**src/rtl/fetch_pkg.sv**
```systemverilog
// Shared types and default sizes for the instruction fetch stage.
package fetch_pkg;

   localparam int unsigned ADDR_W_DEF = 8;
   localparam int unsigned DATA_W_DEF = 16;

   typedef enum logic [2:0] {
      IDLE  = 3'd0,
      REQ   = 3'd1,
      DRAIN = 3'd2,
      VALID = 3'd3,
      STEP  = 3'd4
   } fetch_state_t;

endpackage

```
**src/rtl/fetch_timer.sv**
```systemverilog
// Loadable down-counter bounding the memory wait in the fetch stage.
// Instantiated by fetch_unit only when FETCH_TIMEOUT_EN is defined.
module fetch_timer #(
   parameter int unsigned CNT_W = 4
) (
   input  logic             clk,
   input  logic             reset,
   input  logic             load,
   input  logic             en,
   input  logic [CNT_W-1:0] load_val,
   output logic             done_c
);

   logic [CNT_W-1:0] count;

   // Reload has priority; otherwise count down to zero and hold there.
   always_ff @(posedge clk or posedge reset) begin
      if (reset) begin
         count <= '0;
      end else if (load) begin
         count <= load_val;
      end else if (en && (count != '0)) begin
         count <= count - CNT_W'(1);
      end
   end

   assign done_c = (count == '0);

endmodule

```
**src/rtl/fetch_unit.sv**
```systemverilog
// Instruction fetch stage: reads memory at the current PC, hands the word to
// the decoder over valid/ready, then pulses pc_incr once per accepted word.
// Optional build macro FETCH_TIMEOUT_EN bounds the memory wait to TIMEOUT
// cycles and adds the sticky fetch_err output.
module fetch_unit
   import fetch_pkg::*;
#(
   parameter int unsigned ADDR_W  = ADDR_W_DEF,
   parameter int unsigned DATA_W  = DATA_W_DEF
`ifdef FETCH_TIMEOUT_EN
   ,
   parameter int unsigned TIMEOUT = 15
`endif
) (
   input  logic              clk,
   input  logic              reset,
   input  logic              run,
   input  logic              flush,
   input  logic [ADDR_W-1:0] pc,
   output logic              pc_incr,
   output logic              mem_rd,
   output logic [ADDR_W-1:0] mem_addr,
   input  logic [DATA_W-1:0] mem_rdata,
   input  logic              mem_ack,
   output logic [DATA_W-1:0] instr,
   output logic              instr_valid,
   input  logic              instr_ready,
   output logic              busy
`ifdef FETCH_TIMEOUT_EN
   ,
   output logic              fetch_err
`endif
);

   fetch_state_t state;

   // hold_c keeps IDLE parked; expired_c aborts an unanswered memory read.
   logic hold_c;
   logic expired_c;

`ifdef FETCH_TIMEOUT_EN
   localparam int unsigned CNT_W = $clog2(TIMEOUT + 1);

   logic waiting_c;
   logic timer_load_c;
   logic timer_done_c;

   assign waiting_c    = (state == REQ) || (state == DRAIN);
   // Timer sits preloaded outside the wait states and restarts on REQ->DRAIN.
   assign timer_load_c = !waiting_c || ((state == REQ) && flush && !mem_ack);

   fetch_timer #(
      .CNT_W (CNT_W)
   ) u_timer (
      .clk      (clk),
      .reset    (reset),
      .load     (timer_load_c),
      .en       (waiting_c),
      .load_val (CNT_W'(TIMEOUT - 1)),
      .done_c   (timer_done_c)
   );

   assign expired_c = waiting_c && timer_done_c && !mem_ack;
   assign hold_c    = fetch_err;

   // Sticky error flag: set on timeout, cleared by flush.
   always_ff @(posedge clk or posedge reset) begin
      if (reset) begin
         fetch_err <= 1'b0;
      end else if (flush) begin
         fetch_err <= 1'b0;
      end else if (expired_c) begin
         fetch_err <= 1'b1;
      end
   end
`else
   assign expired_c = 1'b0;
   assign hold_c    = 1'b0;
`endif

   // Fetch sequencer with all outputs registered alongside the state.
   always_ff @(posedge clk or posedge reset) begin
      if (reset) begin
         state       <= IDLE;
         mem_rd      <= 1'b0;
         mem_addr    <= '0;
         instr       <= '0;
         instr_valid <= 1'b0;
         pc_incr     <= 1'b0;
         busy        <= 1'b0;
      end else begin
         case (state)
            IDLE: begin
               if (run && !flush && !hold_c) begin
                  state    <= REQ;
                  mem_addr <= pc;
                  mem_rd   <= 1'b1;
                  busy     <= 1'b1;
               end
            end

            REQ: begin
               if (mem_ack) begin
                  mem_rd <= 1'b0;
                  if (flush) begin
                     state <= IDLE;
                     busy  <= 1'b0;
                  end else begin
                     instr       <= mem_rdata;
                     instr_valid <= 1'b1;
                     state       <= VALID;
                  end
               end else if (expired_c) begin
                  mem_rd <= 1'b0;
                  state  <= IDLE;
                  busy   <= 1'b0;
               end else if (flush) begin
                  state <= DRAIN;
               end
            end

            DRAIN: begin
               if (mem_ack || expired_c) begin
                  mem_rd <= 1'b0;
                  state  <= IDLE;
                  busy   <= 1'b0;
               end
            end

            VALID: begin
               if (flush) begin
                  instr_valid <= 1'b0;
                  state       <= IDLE;
                  busy        <= 1'b0;
               end else if (instr_ready) begin
                  instr_valid <= 1'b0;
                  pc_incr     <= 1'b1;
                  state       <= STEP;
               end
            end

            STEP: begin
               pc_incr <= 1'b0;
               if (run && !flush) begin
                  state    <= REQ;
                  mem_addr <= pc + ADDR_W'(1);
                  mem_rd   <= 1'b1;
               end else begin
                  state <= IDLE;
                  busy  <= 1'b0;
               end
            end

            default: begin
               state       <= IDLE;
               mem_rd      <= 1'b0;
               instr_valid <= 1'b0;
               pc_incr     <= 1'b0;
               busy        <= 1'b0;
            end
         endcase
      end
   end

endmodule
```
**config.mk**
```make
export PLATFORM = sky130hd
export DESIGN_NAME = fetch_unit
export DESIGN_NICKNAME = d
export VERILOG_FILES = /design/src/rtl/fetch_pkg.sv /design/src/rtl/fetch_timer.sv /design/src/rtl/fetch_unit.sv
export SDC_FILE = /design/constraint.sdc
export NUM_CORES = 1
export LEC_CHECK = 0
export BUFFER_PORTS_ARGS = -buffer_cell sky130_fd_sc_hd__buf_2
export CORE_MARGIN = 3
export CORE_UTILIZATION = 23
export DETAILED_ROUTE_END_ITERATION = 8
export PLACE_DENSITY = 0.48
export RECOVER_POWER = 100
export REMOVE_ABC_BUFFERS = 1
export SYNTH_ARGS = -nofsm -noshare
export SYNTH_HDL_FRONTEND = slang
export SYNTH_SLANG_ARGS = --single-unit
```
**constraint.sdc**
```tcl
create_clock -name clk -period 2.1 [get_ports clk]
set_input_delay 0.21 -clock clk [delete_from_list [all_inputs] [get_ports clk]]
set_output_delay 0.21 -clock clk [all_outputs]
set_load 0.05 [all_outputs]
```
=== After elaboration in Yosys (flattened, before gate mapping) ===
Cells that the tools add are included.

* Output and inout port bits: 28
* Bits of input ports: 30
* Bits in registers: 31
* Word-level logic and storage cells: 70

* Add/sub/neg operators: 1
* Multiplexer cells: 27
* Bitwise gates (word level): 4
* Reductions and logical operators: 15
* Eq/ne operators: 16

{| class="wikitable"
|+ Operators by type and width
! cell !! count
|-
| $mux 3 || 6
|-
| $mux 8 || 2
|-
| $ne 2x2->1 const B || 8
|-
| $pmux 8 s2 || 1
|-
| $pmux 3 s5 || 1
|-
| $mux 1 || 12
|-
| $reduce_and 3->1 || 4
|-
| $reduce_and 4->1 || 3
|-
| $add 8x1->8 const B || 1
|-
| $eq 3x2->1 const B || 2
|-
| $ne 3x3->1 const B || 2
|-
| $pmux 1 s3 || 2
|-
| $reduce_or 3->1 || 2
|-
| $pmux 1 s5 || 1
|-
| $ne 2x1->1 const B || 2
|-
| $not 1->1 || 4
|-
| $reduce_or 2->1 || 2
|-
| $eq 3x1->1 const B || 1
|-
| $eq 3x3->1 const B || 1
|-
| $logic_not 3->1 || 1
|-
| $mux 2 || 1
|-
| $pmux 1 s2 || 1
|-
| $reduce_bool 2->1 || 1
|-
| $logic_and 1x1->1 || 1
|-
| $logic_not 1->1 || 1
|}

=== Depth between registers and ports, before layout ===
* Depth after elaboration: 4
* Mapped depth: 6
* Gate-level depth less buffers: 5

=== Worst setup path before layout ===
OpenSTA, ideal clock, no wires.

* Path type: input port to flip-flop
* From: input port flush
* To: register instr[0]
* Library setup time: 0.125 ns
* Required time: 1.975 ns
* Data arrival time: 1.535 ns
* Cell stages on the path: 6
* Setup slack: 0.440 ns
* Path buffers: 3
* Cell sequence: buf_6 -> nand2b_4 -> or4b_4 -> buf_6 -> buf_12 -> mux2_4

* Word-level cells in the longest chain between the ends: 2

{| class="wikitable"
|+ Ends and longest elaborated chain
! element !! RTL line !! RTL
|-
| start: declaration || fetch_unit.sv:18 || <nowiki>input logic flush,</nowiki>
|-
| $not 1->1 (no source line) || - ||
|-
| $reduce_and 3->1 (no source line) || - ||
|-
| end signal: assignment || fetch_unit.sv:109 || <nowiki>instr <= mem_rdata;</nowiki>
|-
| end: declaration || fetch_unit.sv:25 || <nowiki>output logic [DATA_W-1:0] instr,</nowiki>
|}

Every way passes these cells.
A chain may end at the register's enable or synchronous reset.

=== Final worst setup path ===
* From: register state[0]
* To: register mem_addr[1]

* Word-level cells in the longest chain between the ends: 3
* Elaborated cells on any way between the ends: 7
* Classes of those cells: eq/ne (3); mux (1); reduce/logical (3)

{| class="wikitable"
|+ Ends and longest elaborated chain
! element !! RTL line !! RTL
|-
| start: declaration || fetch_unit.sv:35 || <nowiki>fetch_state_t state;</nowiki>
|-
| start signal: assignment || fetch_unit.sv:84 || <nowiki>state <= IDLE;</nowiki>
|-
| start signal: assignment || fetch_unit.sv:95 || <nowiki>state <= REQ;</nowiki>
|-
| start signal: assignment || fetch_unit.sv:106 || <nowiki>state <= IDLE;</nowiki>
|-
| $eq 3x3->1 / $logic_not 3->1 (equally long branches) || fetch_unit.sv:92 || <nowiki>case (state)</nowiki>
|-
| $ne 2x2->1 (no source line) / $reduce_bool 2->1 (equally long branches) || - ||
|-
| $reduce_and 3->1 (no source line) || - ||
|-
| end signal: assignment || fetch_unit.sv:96 || <nowiki>mem_addr <= pc;</nowiki>
|-
| end signal: assignment || fetch_unit.sv:146 || <nowiki>mem_addr <= pc + ADDR_W'(1);</nowiki>
|-
| end: declaration || fetch_unit.sv:22 || <nowiki>output logic [ADDR_W-1:0] mem_addr,</nowiki>
|}

Parallel ways exist; a longest one is shown, timed or not.

==> flow_metrics.py <==
metrics = {
    "status": {
        "status": "completed",
    },
    "cts": {
        "cts_tree": "yes",
        "cts_hold_buf": 0,
        "clk_pin_slew_ps": 70,
        "h-tree-depth": 2,
        "cts-buffers-inserted": 5,
        "cts-root-buf": "clkbuf_8",
        "ctsLongestPathBuffers": 2,
        "cts_post_setup_buffers_inserted": 0,
        "clk_latency_ps": 280,
        "cts_resized": 0,
        "numClockSinks": 31,
    },
    "timing": {
        "rsz0062_at_grt": "no",
        "period_share_pct": 76.53,
        "hold_violations": 0,
        "slew_violations": 0,
        "tightest_slew_ps": 653.3,
        "fmax_ghz": 0.6223,
        "maxSlewHeadroom_pct": 56.64,
        "hold_slack_ps": 4.134,
        "period_needed_ps": 1607,
        "finalSetupTns_ps": 0,
        "fin_skew_ps": 6.980,
        "setup_viol": 0,
    },
    "synthesis": {
        "postSynth.asyncResetShare_pct": 100.0,
        "ys.flop_type": "dfrtp_1",
        "synthesis.yosys.warnings": 0,
        "yosysMostFrequentCell": "dfrtp_1",
        "synth_seq_cells": 31,
        "synth_area_leaders": "dfrtp_1, mux2_4, mux2_2",
        "netlist.area_leader.share_pct": 52.45,
        "syn_area_per_cell_sq_um": 11.83,
        "syn-cell-area_sq_um": 1479,
        "seq_area_frac_synth_pct": 52.45,
        "ys_top_cells_by_count": "dfrtp_1, nor2_1, a21oi_1, mux2_4, mux2_2",
        "synthCells": 125,
        "synth_top_area_cell": "dfrtp_1",
        "synth_edf_count": 0,
        "synth.distinct_cells": 32,
    },
    "die": {
        "fp.dieH_um": 86.19,
        "core_sq_um": 6061,
        "io-pin-count": 58,
        "row_count": 28,
        "initial_utilization_pct": 24.40,
        "die_x_um": 86.19,
        "die_area_sq_um": 7428,
    },
    "power": {
        "ir_worst_vdd_v": 0.0006969,
        "power_density_nw_per_um2": 1583,
        "leakage_nw": 0.8064,
        "finalPower_w": 0.002921,
    },
    "critical_path": {
        "critPathKind": "reg2reg",
        "cp_max_fo": 18,
        "crit_arrival_ps": 1810,
        "cp.required_ps": 2300,
        "cp-end-kind": "register",
        "critPathLaunchType": "register",
    },
    "detailed_routing": {
        "drtIter0Drc": 19,
        "ant_nets": 0,
        "wire_per_inst_um": 12.71,
        "drt_wl_total_um": 3342,
        "vias": 1136,
        "firstDrtPassIters": 4,
        "drc": 0,
        "via_per_inst": 4.319,
    },
    "final_layout": {
        "final_nets": 219,
        "antenna_cells": 0,
        "finalNonFillerCells": 263,
        "areaGrowthSynthToFinish_pct": 24.79,
        "drive_gt1_share_pct": 26.60,
    },
    "placed_design": {
        "port_buffers": 57,
        "routabilityCongestion": 0.7251,
        "dp.cells": 256,
        "dpl.hpwl_um": 2503,
    },
    "global_route": {
        "grt_usage_pct": 9.102,
        "grt_pass1_wl_um": 5264,
        "grt_max_degree": 32,
        "gr-total-overflow": 0,
        "antenna_found_initial": 0,
        "grt_pass1_vias": 1094,
    },
    "job": {
        "cap_viol_max_count": 0,
    },
    "min_path": {
        "holdCritPathClass": "in2async",
    },
}
final timing paths:
path                                from     endpoint  slack (ps)  cells past startpoint
min reg2reg                       mem_rd       mem_rd         480                      1
min in group clk           mem_rdata[13]    instr[13]         140                      2
min                                reset    instr[14]           4                      3
max in group asynchronous          reset  mem_addr[2]        1800                      3
max reg2reg                     state[0]  mem_addr[1]         490                      6
max                             state[0]  mem_addr[1]         490                      6
state kept, by name, indices dropped and copies added, names as in the netlist:
register     cells
instr           16
mem_addr         8
state            3
pc_incr          1
instr_valid      1
mem_rd           1
busy             1
routing by layer:
metal / vias up / track usage, % / part of all wire (%)
li1: 557 / - / -
met1: 529 / 11.40 / 45
met2: 46 / 14.09 / 43
met3: 4 / 3.992 / 11
met4: 0 / 2.975 / 1.0
met5: - / 0 / 0
report_power, final:
group          total [W]  switching, W  internal, W
Combinational    0.00147       0.00117     0.000300
Sequential      0.000985      0.000132     0.000853
Clock           0.000466      0.000209     0.000257
Total            0.00292       0.00151      0.00141
layout by cell type, fill, tap and decap left out, types with 3 or more instances in the layout:
cell	count
buf_2	29
mux2_1	9
clkbuf_1	30
xor2_1	7
a21oi_1	9
clkbuf_8	6
nand4_1	3
o21ai_0	3
buf_4	4
nor2_1	11
dfrtp_1	31
inv_1	3
mux2_2	8
nor3_1	3
nand2_1	7
nand3_1	5
layout make-up:
class                   count  area, sq um
clock buffers               6        82.58
clock inverters             1        5.005
fillers                   661         4215
inverters                   3        11.26
multi-input cells          84        589.3
flip-flops and latches     31        775.7
well taps                  75        93.84
repair buffers             63        287.8
kinds of logic after synthesis:
| group | after synthesis | synth area share (%) |
|---|---|---|
| AND/OR/NAND/NOR | 39 | 14.47 |
| flip-flops | 31 | 52.45 |
| AO/OA/AOI/OAI | 19 | 7.529 |
| multiplexers | 17 | 15.23 |
| buffers and inverters | 10 | 4.737 |
| XOR/XNOR | 8 | 4.738 |
| adder cells (fa/ha/maj) | 1 | 0.8459 |
metrics by stage:
stage / util [%] / instance area (sq um) / setup WS, ps
6_report: 30.45 / 1846 / 492.9
4_1_cts: 31.87 / 1932 / 470.1
3_3_place_gp: 30.43 / 1844 / 435.7
3_5_place_dp: 30.43 / 1844 / 409.9
5_1_grt: 30.45 / 1846 / 334.0
2_1_floorplan: - / 1420 / 380.3
critical path, cell delays in order, from the launching register on:
cell and delay (ps):
dfrtp_1 390, clkbuf_1 240, nand2b_1 240, nor3_1 190, buf_4 260, o221ai_1 130
o21ai_0 80
Power figures use the tool's default switching activity.
